**config.mk**
```make
export PLATFORM = sky130hd
export DESIGN_NAME = uart_rx_dir_flat
export DESIGN_NICKNAME = d
export VERILOG_FILES = /design/src/rtl/uart_rx_dir_if.sv /design/src/rtl/uart_rx_dir.sv /design/src/flat_wrapper.sv
export SDC_FILE = /design/constraint.sdc
export NUM_CORES = 1
export LEC_CHECK = 0
export ABC_CLOCK_PERIOD_IN_PS = 2530
export CAP_MARGIN = 20
export CORE_ASPECT_RATIO = 1.1
export CORE_MARGIN = 4
export CORE_UTILIZATION = 25
export CTS_CLUSTER_DIAMETER = 100
export CTS_CLUSTER_SIZE = 24
export DETAILED_ROUTE_END_ITERATION = 8
export SYNTH_ARGS = -nofsm -noshare
export SYNTH_HDL_FRONTEND = slang
export SYNTH_SLANG_ARGS = --single-unit
```
**constraint.sdc**
```tcl
create_clock -name sys_clk -period 2.53 [get_ports sys_clk]
set_input_delay 0.253 -clock sys_clk [delete_from_list [all_inputs] [get_ports sys_clk]]
set_output_delay 0.253 -clock sys_clk [all_outputs]
set_load 0.05 [all_outputs]
```
**src/rtl/uart_rx_dir_if.sv**
```systemverilog
// Signal bundle between the UART serial line, the receiver and the game logic reading its bytes.
interface uart_rx_dir_if;
    logic       uart_rxd;
    logic [7:0] rx_data;
    logic       rx_valid;
    logic       frame_err;
    logic       rx_busy;
    logic [2:0] direction;

    modport master (
        output uart_rxd,
        input  rx_data, rx_valid, frame_err, rx_busy, direction
    );

    modport slave (
        input  uart_rxd,
        output rx_data, rx_valid, frame_err, rx_busy, direction
    );
endinterface

```
**src/rtl/uart_rx_dir.sv**
```systemverilog
// 8N1 UART receiver with one-cycle valid/frame-error strobes and optional WASD decode
// into the snake game direction code (enable with macro UART_RX_DIR_DECODE_EN).
module uart_rx_dir #(
    parameter int SYS_CLK_FRE = 50_000_000,
    parameter int BPS         = 9_600
) (
    input  logic         sys_clk,
    input  logic         sys_rst_n,
    uart_rx_dir_if.slave rx_if
);
    localparam int          BPS_CNT   = SYS_CLK_FRE / BPS;
    localparam logic [15:0] BIT_LAST  = 16'(BPS_CNT - 1);
    localparam logic [15:0] HALF_LAST = 16'(BPS_CNT / 2 - 1);

    typedef enum logic [1:0] {IDLE, START, DATA, STOP} state_t;

    state_t      state;
    logic        rxd_s1, rxd_s2, rxd_s3;
    logic [15:0] clk_cnt;
    logic [2:0]  bit_cnt;
    logic [7:0]  shift_reg;
    logic [7:0]  rx_data_r;
    logic        rx_valid_r;
    logic        frame_err_r;
    logic        rx_busy_r;
    logic        start_edge;
    logic        bit_mid;

    assign start_edge = rxd_s3 && !rxd_s2;
    assign bit_mid    = (clk_cnt == BIT_LAST);

    // Two flops tame metastability; the third only exists to spot the falling edge.
    always_ff @(posedge sys_clk or negedge sys_rst_n) begin
        if (!sys_rst_n) begin
            rxd_s1 <= 1'b1;
            rxd_s2 <= 1'b1;
            rxd_s3 <= 1'b1;
        end else begin
            rxd_s1 <= rx_if.uart_rxd;
            rxd_s2 <= rxd_s1;
            rxd_s3 <= rxd_s2;
        end
    end

    always_ff @(posedge sys_clk or negedge sys_rst_n) begin
        if (!sys_rst_n) begin
            state       <= IDLE;
            clk_cnt     <= '0;
            bit_cnt     <= '0;
            shift_reg   <= '0;
            rx_data_r   <= '0;
            rx_valid_r  <= 1'b0;
            frame_err_r <= 1'b0;
            rx_busy_r   <= 1'b0;
        end else begin
            rx_valid_r  <= 1'b0;
            frame_err_r <= 1'b0;
            case (state)
                IDLE: begin
                    clk_cnt <= '0;
                    bit_cnt <= '0;
                    if (start_edge) begin
                        state     <= START;
                        rx_busy_r <= 1'b1;
                    end
                end
                START: begin
                    if (clk_cnt == HALF_LAST) begin
                        clk_cnt <= '0;
                        if (rxd_s2) begin
                            state     <= IDLE;
                            rx_busy_r <= 1'b0;
                        end else begin
                            state   <= DATA;
                            bit_cnt <= '0;
                        end
                    end else begin
                        clk_cnt <= clk_cnt + 16'd1;
                    end
                end
                DATA: begin
                    if (bit_mid) begin
                        clk_cnt   <= '0;
                        shift_reg <= {rxd_s2, shift_reg[7:1]};
                        bit_cnt   <= bit_cnt + 3'd1;
                        if (bit_cnt == 3'd7) begin
                            state <= STOP;
                        end
                    end else begin
                        clk_cnt <= clk_cnt + 16'd1;
                    end
                end
                STOP: begin
                    // Leave at mid stop bit so a start bit immediately following is not missed.
                    if (bit_mid) begin
                        clk_cnt   <= '0;
                        state     <= IDLE;
                        rx_busy_r <= 1'b0;
                        if (rxd_s2) begin
                            rx_data_r  <= shift_reg;
                            rx_valid_r <= 1'b1;
                        end else begin
                            frame_err_r <= 1'b1;
                        end
                    end else begin
                        clk_cnt <= clk_cnt + 16'd1;
                    end
                end
                default: begin
                    state     <= IDLE;
                    rx_busy_r <= 1'b0;
                end
            endcase
        end
    end

    assign rx_if.rx_data   = rx_data_r;
    assign rx_if.rx_valid  = rx_valid_r;
    assign rx_if.frame_err = frame_err_r;
    assign rx_if.rx_busy   = rx_busy_r;

`ifdef UART_RX_DIR_DECODE_EN
    logic [2:0] direction_r;
    logic [2:0] key_code;

    always_comb begin
        key_code = 3'd0;
        case (shift_reg)
            8'h57, 8'h77: key_code = 3'd1;
            8'h53, 8'h73: key_code = 3'd2;
            8'h41, 8'h61: key_code = 3'd3;
            8'h44, 8'h64: key_code = 3'd4;
            default:      key_code = 3'd0;
        endcase
    end

    // Updates on the same edge that raises rx_valid; non-key bytes keep the last heading.
    always_ff @(posedge sys_clk or negedge sys_rst_n) begin
        if (!sys_rst_n) begin
            direction_r <= 3'd0;
        end else if ((state == STOP) && bit_mid && rxd_s2 && (key_code != 3'd0)) begin
            direction_r <= key_code;
        end
    end

    assign rx_if.direction = direction_r;
`else
    assign rx_if.direction = 3'd0;
`endif
endmodule

```
**src/flat_wrapper.sv**
```systemverilog
// flat-port wrapper written by rule: the top's interface ports become plain ports
module uart_rx_dir_flat 
#(
    parameter int SYS_CLK_FRE = 50_000_000,
    parameter int BPS         = 9_600
)
  (sys_clk, sys_rst_n, rx_if_uart_rxd, rx_if_rx_data, rx_if_rx_valid, rx_if_frame_err, rx_if_rx_busy, rx_if_direction);
  uart_rx_dir_if rx_if_i ();
  input  logic sys_clk;
  input  logic sys_rst_n;
  input wire logic [$bits(rx_if_i.uart_rxd)-1:0] rx_if_uart_rxd;
  output wire logic [$bits(rx_if_i.rx_data)-1:0] rx_if_rx_data;
  output wire logic [$bits(rx_if_i.rx_valid)-1:0] rx_if_rx_valid;
  output wire logic [$bits(rx_if_i.frame_err)-1:0] rx_if_frame_err;
  output wire logic [$bits(rx_if_i.rx_busy)-1:0] rx_if_rx_busy;
  output wire logic [$bits(rx_if_i.direction)-1:0] rx_if_direction;
  assign rx_if_i.uart_rxd = rx_if_uart_rxd;
  assign rx_if_rx_data = rx_if_i.rx_data;
  assign rx_if_rx_valid = rx_if_i.rx_valid;
  assign rx_if_frame_err = rx_if_i.frame_err;
  assign rx_if_rx_busy = rx_if_i.rx_busy;
  assign rx_if_direction = rx_if_i.direction;
  uart_rx_dir #(.SYS_CLK_FRE(SYS_CLK_FRE), .BPS(BPS)) u_core (.sys_clk(sys_clk), .sys_rst_n(sys_rst_n), .rx_if(rx_if_i));
endmodule
```
==> flow_metrics.env <==
export IMPL_grt_max_degree=44
export IMPL_outcome="complete, no violations"
export IMPL_die_h_um=103
export IMPL_routedWlPerCell_um=12.4
export IMPL_finalSetupViolCount=0
export IMPL_ctsHoldBuffers=0
export IMPL_root_buffer="clkbuf_8"
export IMPL_viasPerCell=4.65
export IMPL_setup_worst_path_start_class="register"
export IMPL_initial_utilization=0.258
export IMPL_cp_arrival_ns=2.59
export IMPL_worst_clock_skew_ns=0.00523
export IMPL_cts_buffers_inserted=5
export IMPL_postRouteAntennaNets=0
export IMPL_syn_inst=178
export IMPL_avgSynthCellArea_sq_um=11.5
export IMPL_area_delta_synth_final_pct=18.9
export IMPL_seq_area_sq_mm=0.00108
export IMPL_post_synth_top_count_cell="dfrtp_1"
export IMPL_cts_resized=0
export IMPL_nets=201
export IMPL_synth_edf_count=0
export IMPL_path_clk_slew_ns=0.08
export IMPL_post_dp_cell_area_sq_mm=0.00231
export IMPL_fillers=826
export IMPL_cts_htree_levels=2
export IMPL_irDropWorstVdd_mv=0.290
export IMPL_core_sq_mm=0.00791
export IMPL_clkLatencyLatePin_ns=0.29
export IMPL_die_area_sq_mm=0.00967
export IMPL_p_per_area_mw_per_mm2=691
export IMPL_dp_cells=296
export IMPL_netlist_area_sq_mm=0.00204
export IMPL_drv_slew=0
export IMPL_grt_pass1_vias=1438
export IMPL_num_rows=34
export IMPL_grtUsageMet2=0.138
export IMPL_drive_above_1_share=0.204
export IMPL_fin_crit_ns=2.41
export IMPL_synth_top_flop_cell="dfrtp_1"
export IMPL_grt_use_met1=0.109
export IMPL_reg2reg_from="u_core.clk_cnt[8]"
export IMPL_timing_rr_end="u_core.rx_if.rx_data[7]"
export IMPL_place_ws_ns=0.127
export IMPL_cts_sinks=43
export IMPL_end_kind="register"
export IMPL_max_freq_mhz=414
export IMPL_antenna_found_initial=0
export IMPL_drt_wl_total_um=3760
export IMPL_setup_ws_ns=0.117
export IMPL_fin_area_sq_mm=0.00243
export IMPL_largest_reg_flops=16
export IMPL_r2r_cells=4
export IMPL_via_count=1414
export IMPL_drc_errors=0
export IMPL_use_met3=0.0292
export IMPL_ys_top_cells_by_count="40 x dfrtp_1, 16 x a21oi_1, 10 x xnor2_1, 9 x nand2_1, 9 x nand3_1"
export IMPL_period_share=0.954
export IMPL_hpwl_um=2650
export IMPL_yosysSeqAreaShare=0.529
export IMPL_drt_iter0_markers=37
export IMPL_cts_tree="yes"
export IMPL_grt_total_usage=0.0869
export IMPL_tns_ns=0
export IMPL_postCtsSetupRepairBufs=0
export IMPL_die_width_um=94.1
export IMPL_synth_top_cell_area_share=0.490
export IMPL_cp_required_ns=2.71
export IMPL_synth_largest_area_cell="dfrtp_1"
export IMPL_p_leak_uw=0.00102
export IMPL_cp_max_fo=8
export IMPL_num_antenna_cells=0
export IMPL_yosys_cell_types_count=40
export IMPL_tightest_slew_ns=0.947
export IMPL_finalHoldViolCount=0
export IMPL_gp_congestion=0.806
export IMPL_ys_ff_latch=43
export IMPL_synth_area_leaders="dfrtp_1 49%, mux2_4 5.9%, mux2_2 4.4%, xnor2_1 4.3%, a21oi_1 3.9%"
export IMPL_port_buffers=13
export IMPL_grt_pass1_wl_um=6730
export IMPL_io_pins=17
export IMPL_rsz0062_at_grt="false"
export IMPL_holdCritPathClass="in -> async"
export IMPL_synth_yosys_warnings=0
export IMPL_top_usage_layer="met2"
export IMPL_fin_cells=304
export IMPL_async_flop_share=1.00
export IMPL_slew_headroom=0.368
export IMPL_path_class="reg -> reg"
export IMPL_cts_buffer_depth=2
export IMPL_grt_overflow=0
export IMPL_r2r_slack_ns=0.12
export IMPL_firstDrtPassIters=4
export IMPL_multi_input_area_sq_um=888
export IMPL_maxCapViolations=0
[final cells by class]
class / count / share of cell area
timing repair buffer: 20 / 0.0784
tap: 108 / 0.0557
clock inverter: 2 / 0.0144
multi-input combinational: 121 / 0.366
clock buffer: 6 / 0.0340
sequential: 43 / 0.445
inverter: 4 / 0.00619
[stage by stage]
stage	hold slack (ns)	utilization	power (uW)
after floorplan	-0.0426	-	1060
after global placement	0.345	0.292	1140
after detailed placement	0.357	0.292	1150
after CTS	0.140	0.307	1710
after global routing	0.179	0.307	1780
final	0.0938	0.307	1680
[logic make-up after synthesis]
logic type | synth area share
AND/OR/NAND/NOR | 0.160
flip-flops | 0.529
AO/OA/AOI/OAI | 0.0926
multiplexers | 0.103
buffers and inverters | 0.0392
XOR/XNOR | 0.0558
adder cells (fa/ha/maj) | 0.0184
other | 0.00184
[report_power, final]
| part | internal (uW) | leakage [uW] | switching [uW] |
|---|---|---|---|
| clock network | 319 | 0.0000612 | 228 |
| registers | 761 | 0.000570 | 103 |
| logic | 114 | 0.000394 | 152 |
| total | 1190 | 0.00102 | 483 |
[layout by cell type, fill, tap and decap left out, types with 4 or more instances in the layout]
cell type,instances
nand2_1,9
a21oi_1,16
mux2_2,8
mux2_4,8
xnor2_1,10
buf_4,6
nor2_1,6
dfrtp_1,40
inv_1,4
nor3_1,5
nor4_1,6
nand3_1,9
clkbuf_8,6
clkdlybuf4s50_1,12
nand4_1,6
[per-layer routing]
metal | part of all wire | vias up
met5 | 0 | -
met4 | 0.019 | 0
met3 | 0.047 | 10
met2 | 0.47 | 33
met1 | 0.46 | 685
li1 | - | 686
[worst max path at each step]
stage / startpoint / endpoint / slack [ns] / cells after the start
after floorplan: u_core.clk_cnt[8] / u_core.rx_if.rx_data[0] / 0.06 / 6
after global placement: u_core.clk_cnt[8] / u_core.rx_if.rx_data[1] / 0.15 / 4
after detailed placement: u_core.clk_cnt[8] / u_core.rx_if.rx_data[0] / 0.13 / 4
after CTS: u_core.clk_cnt[8] / u_core.rx_if.rx_data[7] / 0.12 / 4
after global routing: u_core.clk_cnt[8] / u_core.rx_if.rx_data[0] / 0.07 / 4
final: u_core.clk_cnt[8] / u_core.rx_if.rx_data[7] / 0.12 / 4
[critical path: stages (launching register included)]
cell     delay, ns
dfrtp_1       0.43
or4_4         0.56
or3_1         0.38
or4_4         0.60
mux2_4        0.33
(Power assumes the default switching activity.)
